File: src/rtl/idli_res_m.sv
// idli_res_m: serial result collector.
// Gathers LSN-first ALU nibbles into a 4*NIBBLES result with carry and zero
// flags, then holds it for a valid/ready handshake with writeback. While an
// unaccepted result is held, o_res_busy stalls the upstream serial pipeline.
//
// state   | meaning
// --------+-------------------------------------------------------------
// COLLECT | accepting nibbles, cnt = nibbles gathered for current result
// FULL    | result held on o_res_*, waiting for i_res_rdy
module idli_res_m #(
    parameter int NIBBLES = 4
) (
    input  logic                 i_res_gck,
    input  logic                 i_res_rst_n,
    input  logic                 i_res_nib_vld,
    input  logic [3:0]           i_res_nib,
    input  logic                 i_res_cout,
    input  logic                 i_res_ctr_last_cycle,
    input  logic                 i_res_rdy,
    output logic                 o_res_vld,
    output logic [4*NIBBLES-1:0] o_res_data,
    output logic                 o_res_carry,
    output logic                 o_res_zero,
    output logic                 o_res_busy,
    output logic                 o_res_err
);

    localparam int W  = 4 * NIBBLES;
    localparam int CW = (NIBBLES > 1) ? $clog2(NIBBLES) : 1;
    localparam logic [CW-1:0] CNT_LAST = CW'(NIBBLES - 1);

    typedef enum logic {
        COLLECT = 1'b0,
        FULL    = 1'b1
    } state_t;

    state_t          state;
    logic [CW-1:0]   cnt;
    logic            acc_nz;
    logic [W-1:0]    sreg;
    logic [W-1:0]    sreg_nxt;
    logic            accept;
    logic            cnt_last;
    logic            handshake;

    // Stall is the only combinational input-to-output path.
    assign o_res_busy = (state == FULL) && !i_res_rdy;
    assign accept     = i_res_nib_vld && !o_res_busy;
    assign cnt_last   = (cnt == CNT_LAST);
    assign handshake  = (state == FULL) && i_res_rdy;

    // New nibble enters at the top so the first nibble ends up in bits [3:0].
    generate
        if (NIBBLES == 1) begin : g_one
            assign sreg_nxt = i_res_nib;
        end else begin : g_many
            assign sreg_nxt = {i_res_nib, sreg[W-1:4]};
        end
    endgenerate

    // Collection/hold sequencing with registered result outputs.
    always_ff @(posedge i_res_gck) begin
        if (!i_res_rst_n) begin
            state       <= COLLECT;
            cnt         <= '0;
            acc_nz      <= 1'b0;
            sreg        <= '0;
            o_res_vld   <= 1'b0;
            o_res_data  <= '0;
            o_res_carry <= 1'b0;
            o_res_zero  <= 1'b1;
            o_res_err   <= 1'b0;
        end else begin
            // Release the held result; a nibble accepted this same cycle
            // (handled below) becomes nibble 0 of the next result.
            if (handshake) begin
                state     <= COLLECT;
                o_res_vld <= 1'b0;
            end
            if (accept) begin
                if (i_res_ctr_last_cycle && cnt_last) begin
                    o_res_data  <= sreg_nxt;
                    o_res_carry <= i_res_cout;
                    o_res_zero  <= ~(acc_nz | (|i_res_nib));
                    o_res_vld   <= 1'b1;
                    state       <= FULL;
                    cnt         <= '0;
                    acc_nz      <= 1'b0;
                    sreg        <= '0;
                end else if (i_res_ctr_last_cycle || cnt_last) begin
                    // Framing error: early last marker or missing one.
                    o_res_err <= 1'b1;
                    cnt       <= '0;
                    acc_nz    <= 1'b0;
                    sreg      <= '0;
                end else begin
                    cnt    <= cnt + CW'(1);
                    acc_nz <= acc_nz | (|i_res_nib);
                    sreg   <= sreg_nxt;
                end
            end
        end
    end

endmodule

File: config.mk
export PLATFORM = sky130hd
export DESIGN_NAME = idli_res_m
export DESIGN_NICKNAME = d
export VERILOG_FILES = /design/src/rtl/idli_res_m.sv
export SDC_FILE = /design/constraint.sdc
export NUM_CORES = 1
export LEC_CHECK = 0
export ABC_AREA = 1
export ABC_CLOCK_PERIOD_IN_PS = 1750
export CORE_MARGIN = 8
export CORE_UTILIZATION = 51
export DETAILED_ROUTE_END_ITERATION = 8
export PLACE_DENSITY = 0.82
export SKIP_LAST_GASP = 1
export SYNTH_ARGS = -nofsm -noshare
export SYNTH_HDL_FRONTEND = slang
export SYNTH_SLANG_ARGS = --single-unit
File: constraint.sdc
create_clock -name i_res_gck -period 1.75 [get_ports i_res_gck]
set_input_delay 0.35 -clock i_res_gck [delete_from_list [all_inputs] [get_ports i_res_gck]]
set_output_delay 0.35 -clock i_res_gck [all_outputs]
set_load 0.005 [all_outputs]
# Word-level counts from Yosys, hierarchy flattened
# Cells that the tools add are included.
dict set report totals {
  ff_bits 40
  output_inout_bits 21
  elab_cells 36
}
dict set report classes {
  n_addsub 1
  n_eq_ne 1
  muxes 12
  bitwise 3
  reduce_logical 10
}
# operator n
set op_table {}
lappend op_table {{16-bit two-way mux} 2}
lappend op_table {{1-bit two-way mux} 8}
lappend op_table {{1-bit logical AND} 4}
lappend op_table {{2-bit two-way mux} 2}
lappend op_table {{4-bit OR reduction} 1}
lappend op_table {{3-bit AND reduction} 1}
lappend op_table {{2-bit by 1-bit adder with 2-bit output (second input constant)} 1}
lappend op_table {{2-bit == test (second input constant)} 1}
lappend op_table {{1-bit logical NOT} 2}
lappend op_table {{1-bit NOT} 2}
lappend op_table {{2-bit AND reduction} 1}
lappend op_table {{1-bit logical OR} 1}
lappend op_table {{1-bit OR} 1}

# Logic depth before layout (Yosys ltp)
dict set report logic_depth {
  depth_word 5
  mapped_depth 8
  depth_no_buf 7
}

# Least setup slack after synthesis
# No wires, ideal clock.
dict set report synth_path {
  kind {register -> register}
  startpoint {register cnt[0]}
  endpoint {register o_res_carry}
  arrival_ns 1.130
  t_required_ns 1.640
  path_slack_ns 0.510
  path_stages_with_launch 8
  n_path_buf 1
  path_cell_list {dfxtp_1 > ha_1 > nand2_1 > nor2_8 > buf_6 > nand2_1 > nand2_1 > nor2_1}
}
dict set report synth_between {
  elab_chain_len 3
}
# element line_no
set synth_lines {}
lappend synth_lines {{start, declared} 38} ;# logic [CW-1:0] cnt;
lappend synth_lines {{start signal, assigned} 97} ;# cnt <= cnt + CW'(1);
lappend synth_lines {{2-bit == test} 49} ;# assign cnt_last = (cnt == CNT_LAST);
lappend synth_lines {{1-bit logical AND} 81} ;# if (i_res_ctr_last_cycle && cnt_last) begin
lappend synth_lines {{2-bit AND reduction (no line)} --}
lappend synth_lines {{end signal, assigned} 83} ;# o_res_carry <= i_res_cout;
lappend synth_lines {{end, declared} 22} ;# output logic o_res_carry,
# Every way passes these cells.
# A chain may end at the register's enable or synchronous reset.

# Final worst setup path
dict set report layout_path {
  startpoint {register o_res_err}
  endpoint {output o_res_err}
}
# element line_no
set layout_lines {}
lappend layout_lines {{start, declared} 25} ;# output logic o_res_err
lappend layout_lines {{start signal, assigned} 72} ;# o_res_err <= 1'b0;
lappend layout_lines {{start signal, assigned} 92} ;# o_res_err <= 1'b1;
# No word-level cell between the ends.

==> out/qor.yml <==
diodes: 0
grt_max_degree: 20
slowest_stage: "clkdlybuf4s50_1"
syn_area_um2: 1660
crit_end: "o_res_err"
clock_sinks: 36
crit_family: "buffers and inverters"
finish.utilization_pct: 67.4
root_buffer: "clkbuf_4"
vias: 1383
reg2reg_slack_ns: 0.41
synth_cells: 235
max_stage_delay_ns: 0.50
synth.area.top_cells: "dfxtp_1 43%, nand2_1 16%, inv_1 13%"
clk_path_buf_depth: 2
synth.distinct_cells: 22
fin_crit_sh_pct: 88.2
nNetsFinal: 283
dp_hpwl_um: 2240
drt_iter0_markers: 57
start_util_pct: 53.9
worst_r2r_path_depth: 6
rsz0062_at_grt: "no"
pre_cts_ws_ns: -0.0493
boundaryPins: 31
grtUsageTotal_pct: 12.2
cp_num_cells: 1
crit_fanout: 2
crit_chain: "clkdlybuf4s50_1"
critical_path_class: "flop to primary output"
die_x_um: 73.0
final_cell_mix: "72 x nand2_1, 56 x inv_1, 35 x dfxtp_1"
grt_pass1_vias: 1204
maxSlewViolCount: 0
peakVddDrop_v: 0.000405
synth_area_leader_cell: "dfxtp_1"
path_clk_slew_ns: 0.10
r2r-start: "cnt[1]$_SDFFE_PN0N_"
die_h_um: 73.0
synth_seq_cells: 36
relSlewSlack_pct: 79.6
worst_ep_required_time_ns: 1.40
fillCellCount: 290
min_path_cells: 2
clk_latency_ns: 0.34
overflow: 0
num_rows: 20
drive_gt1_share_pct: 15.0
vias_per_cell: 4.36
min_path_type: "flop to flop"
fin_crit_ns: 1.54
fp.coreArea_um2: 3080
drv_cap: 0
syn_nets: 246
hold_viol_final: 0
critPathArrivalTime_ns: 1.19
start_kind: "flop"
die_area_um2: 5330
cp-startpoint: "o_res_err$_SDFFE_PN0P_"
h-tree-depth: 2
wl_um: 3050
setup_viol: 0
finClkSkew_ns: 0.00428
area_delta_synth_final_pct: 25.0
r2r-end: "o_res_data[3]$_SDFFE_PN0P_"
power.leakage_uw: 0.000896
grt_pass1_wl_um: 5100
gp_congestion: 0.737
synth.top_cell.area_share_pct: 43.4
portBuffers: 30
cp-end-kind: "primary output"
worst_pin_slew_ns: 0.305
power_density_nw_per_um2: 689
numCtsBuffers: 5
status: "completed"
antenna_found_initial: 0
drt_pass1_iterations: 4
crit_buf_inv: 1
synth_warnings: 0
postRouteAntennaNets: 0
drcViolationCount: 0
layout_commonest_cell: "nand2_1"
cts_tree: "done"
setup_ws_ns: 0.206
max_freq_mhz: 648
ys_seq_area_share_pct: 43.4
wl_per_cell_um: 9.62
avgSynthCellArea_um2: 7.06
==> per-layer routing <==
layer | vias to the layer above | global-route usage, % | part of all wire (%)
met5 | - | 0 | 0
met4 | 0 | 6.67 | 2.1
met3 | 8 | 3.71 | 5.0
met2 | 22 | 21.5 | 50
met1 | 606 | 12.5 | 43
li1 | 747 | - | -
==> where the power goes <==
group | internal [uW] | leakage (uW) | switching (uW)
logic | 54.9 | 0.000571 | 68.7
clock network | 198 | 0.0000326 | 270
registers | 830 | 0.000292 | 7.19
==> stage by stage <==
| step | TNS, ns | hold slack, ns | cell area (um^2) | total power, uW | instances |
|---|---|---|---|---|---|
| finish | 0 | 0.464 | 2070 | 1430 | 317 |
| detailed placement | -0.0493 | 0.446 | 2010 | 981 | 308 |
| CTS | 0 | 0.465 | 2070 | 1440 | 317 |
| global route | 0 | 0.493 | 2070 | 1490 | 317 |
| floorplan | 0 | 0.445 | 1660 | 931 | 235 |
| global placement | -0.0184 | 0.443 | 2010 | 978 | 308 |
==> synth_stat cells (all sizes together) <==
cell type / instances
nand2: 83
inv: 59
dfxtp: 36
nor2: 23
a21oi: 17
buf: 5
nand3: 3
o21ai: 3
clkbuf: 2
nand4: 2
ha: 1
nor3: 1
==> registers in the layout, indices dropped and copies added, names as in the netlist <==
register,cells
o_res_carry,1
o_res_data,16
o_res_err,1
o_res_zero,1
cnt,2
state,1
acc_nz,1
o_res_vld,1
sreg,12
==> worst min-delay path by stage <==
stage,from,slack [ns],to
final,o_res_err$_SDFFE_PN0P_,0.46,o_res_err$_SDFFE_PN0P_
after global routing,sreg[13]$_SDFFE_PN0N_,0.49,sreg[9]$_SDFFE_PN0N_
after CTS,o_res_err$_SDFFE_PN0P_,0.47,o_res_err$_SDFFE_PN0P_
after detailed placement,o_res_err$_SDFFE_PN0P_,0.45,o_res_err$_SDFFE_PN0P_
after global placement,o_res_err$_SDFFE_PN0P_,0.44,o_res_err$_SDFFE_PN0P_
after floorplan,sreg[4]$_SDFFE_PN0N_,0.45,sreg[4]$_SDFFE_PN0N_
==> kinds of logic after synthesis <==
family,after synthesis,synth area share [%]
buffers and inverters,66,16.4
adders and majority gates,1,0.754
DFF,36,43.4
AOI/OAI and AO/OA,20,8.29
and+or+nand+nor,112,31.1
==> timing repair <==
action / CTS / global route
endpoints found under the hold margin: 0 / 0
setup buffers: 1 / 0
setup endpoints to repair: 1 / 0
hold buffers: 0 / 0
resized for setup: 2 / 0
==> area by class of cell <==
| type | instances | area [um^2] | share of cell area (%) |
|---|---|---|---|
| clock buffer | 8 | 58.8 | 2.83 |
| inverter | 59 | 221 | 10.7 |
| multi-input combinational | 133 | 666 | 32.1 |
| sequential | 36 | 722 | 34.8 |
| tap | 44 | 55.1 | 2.65 |
| timing repair buffer | 37 | 352 | 16.9 |
Note: power is estimated with default switching activity, not from simulation.
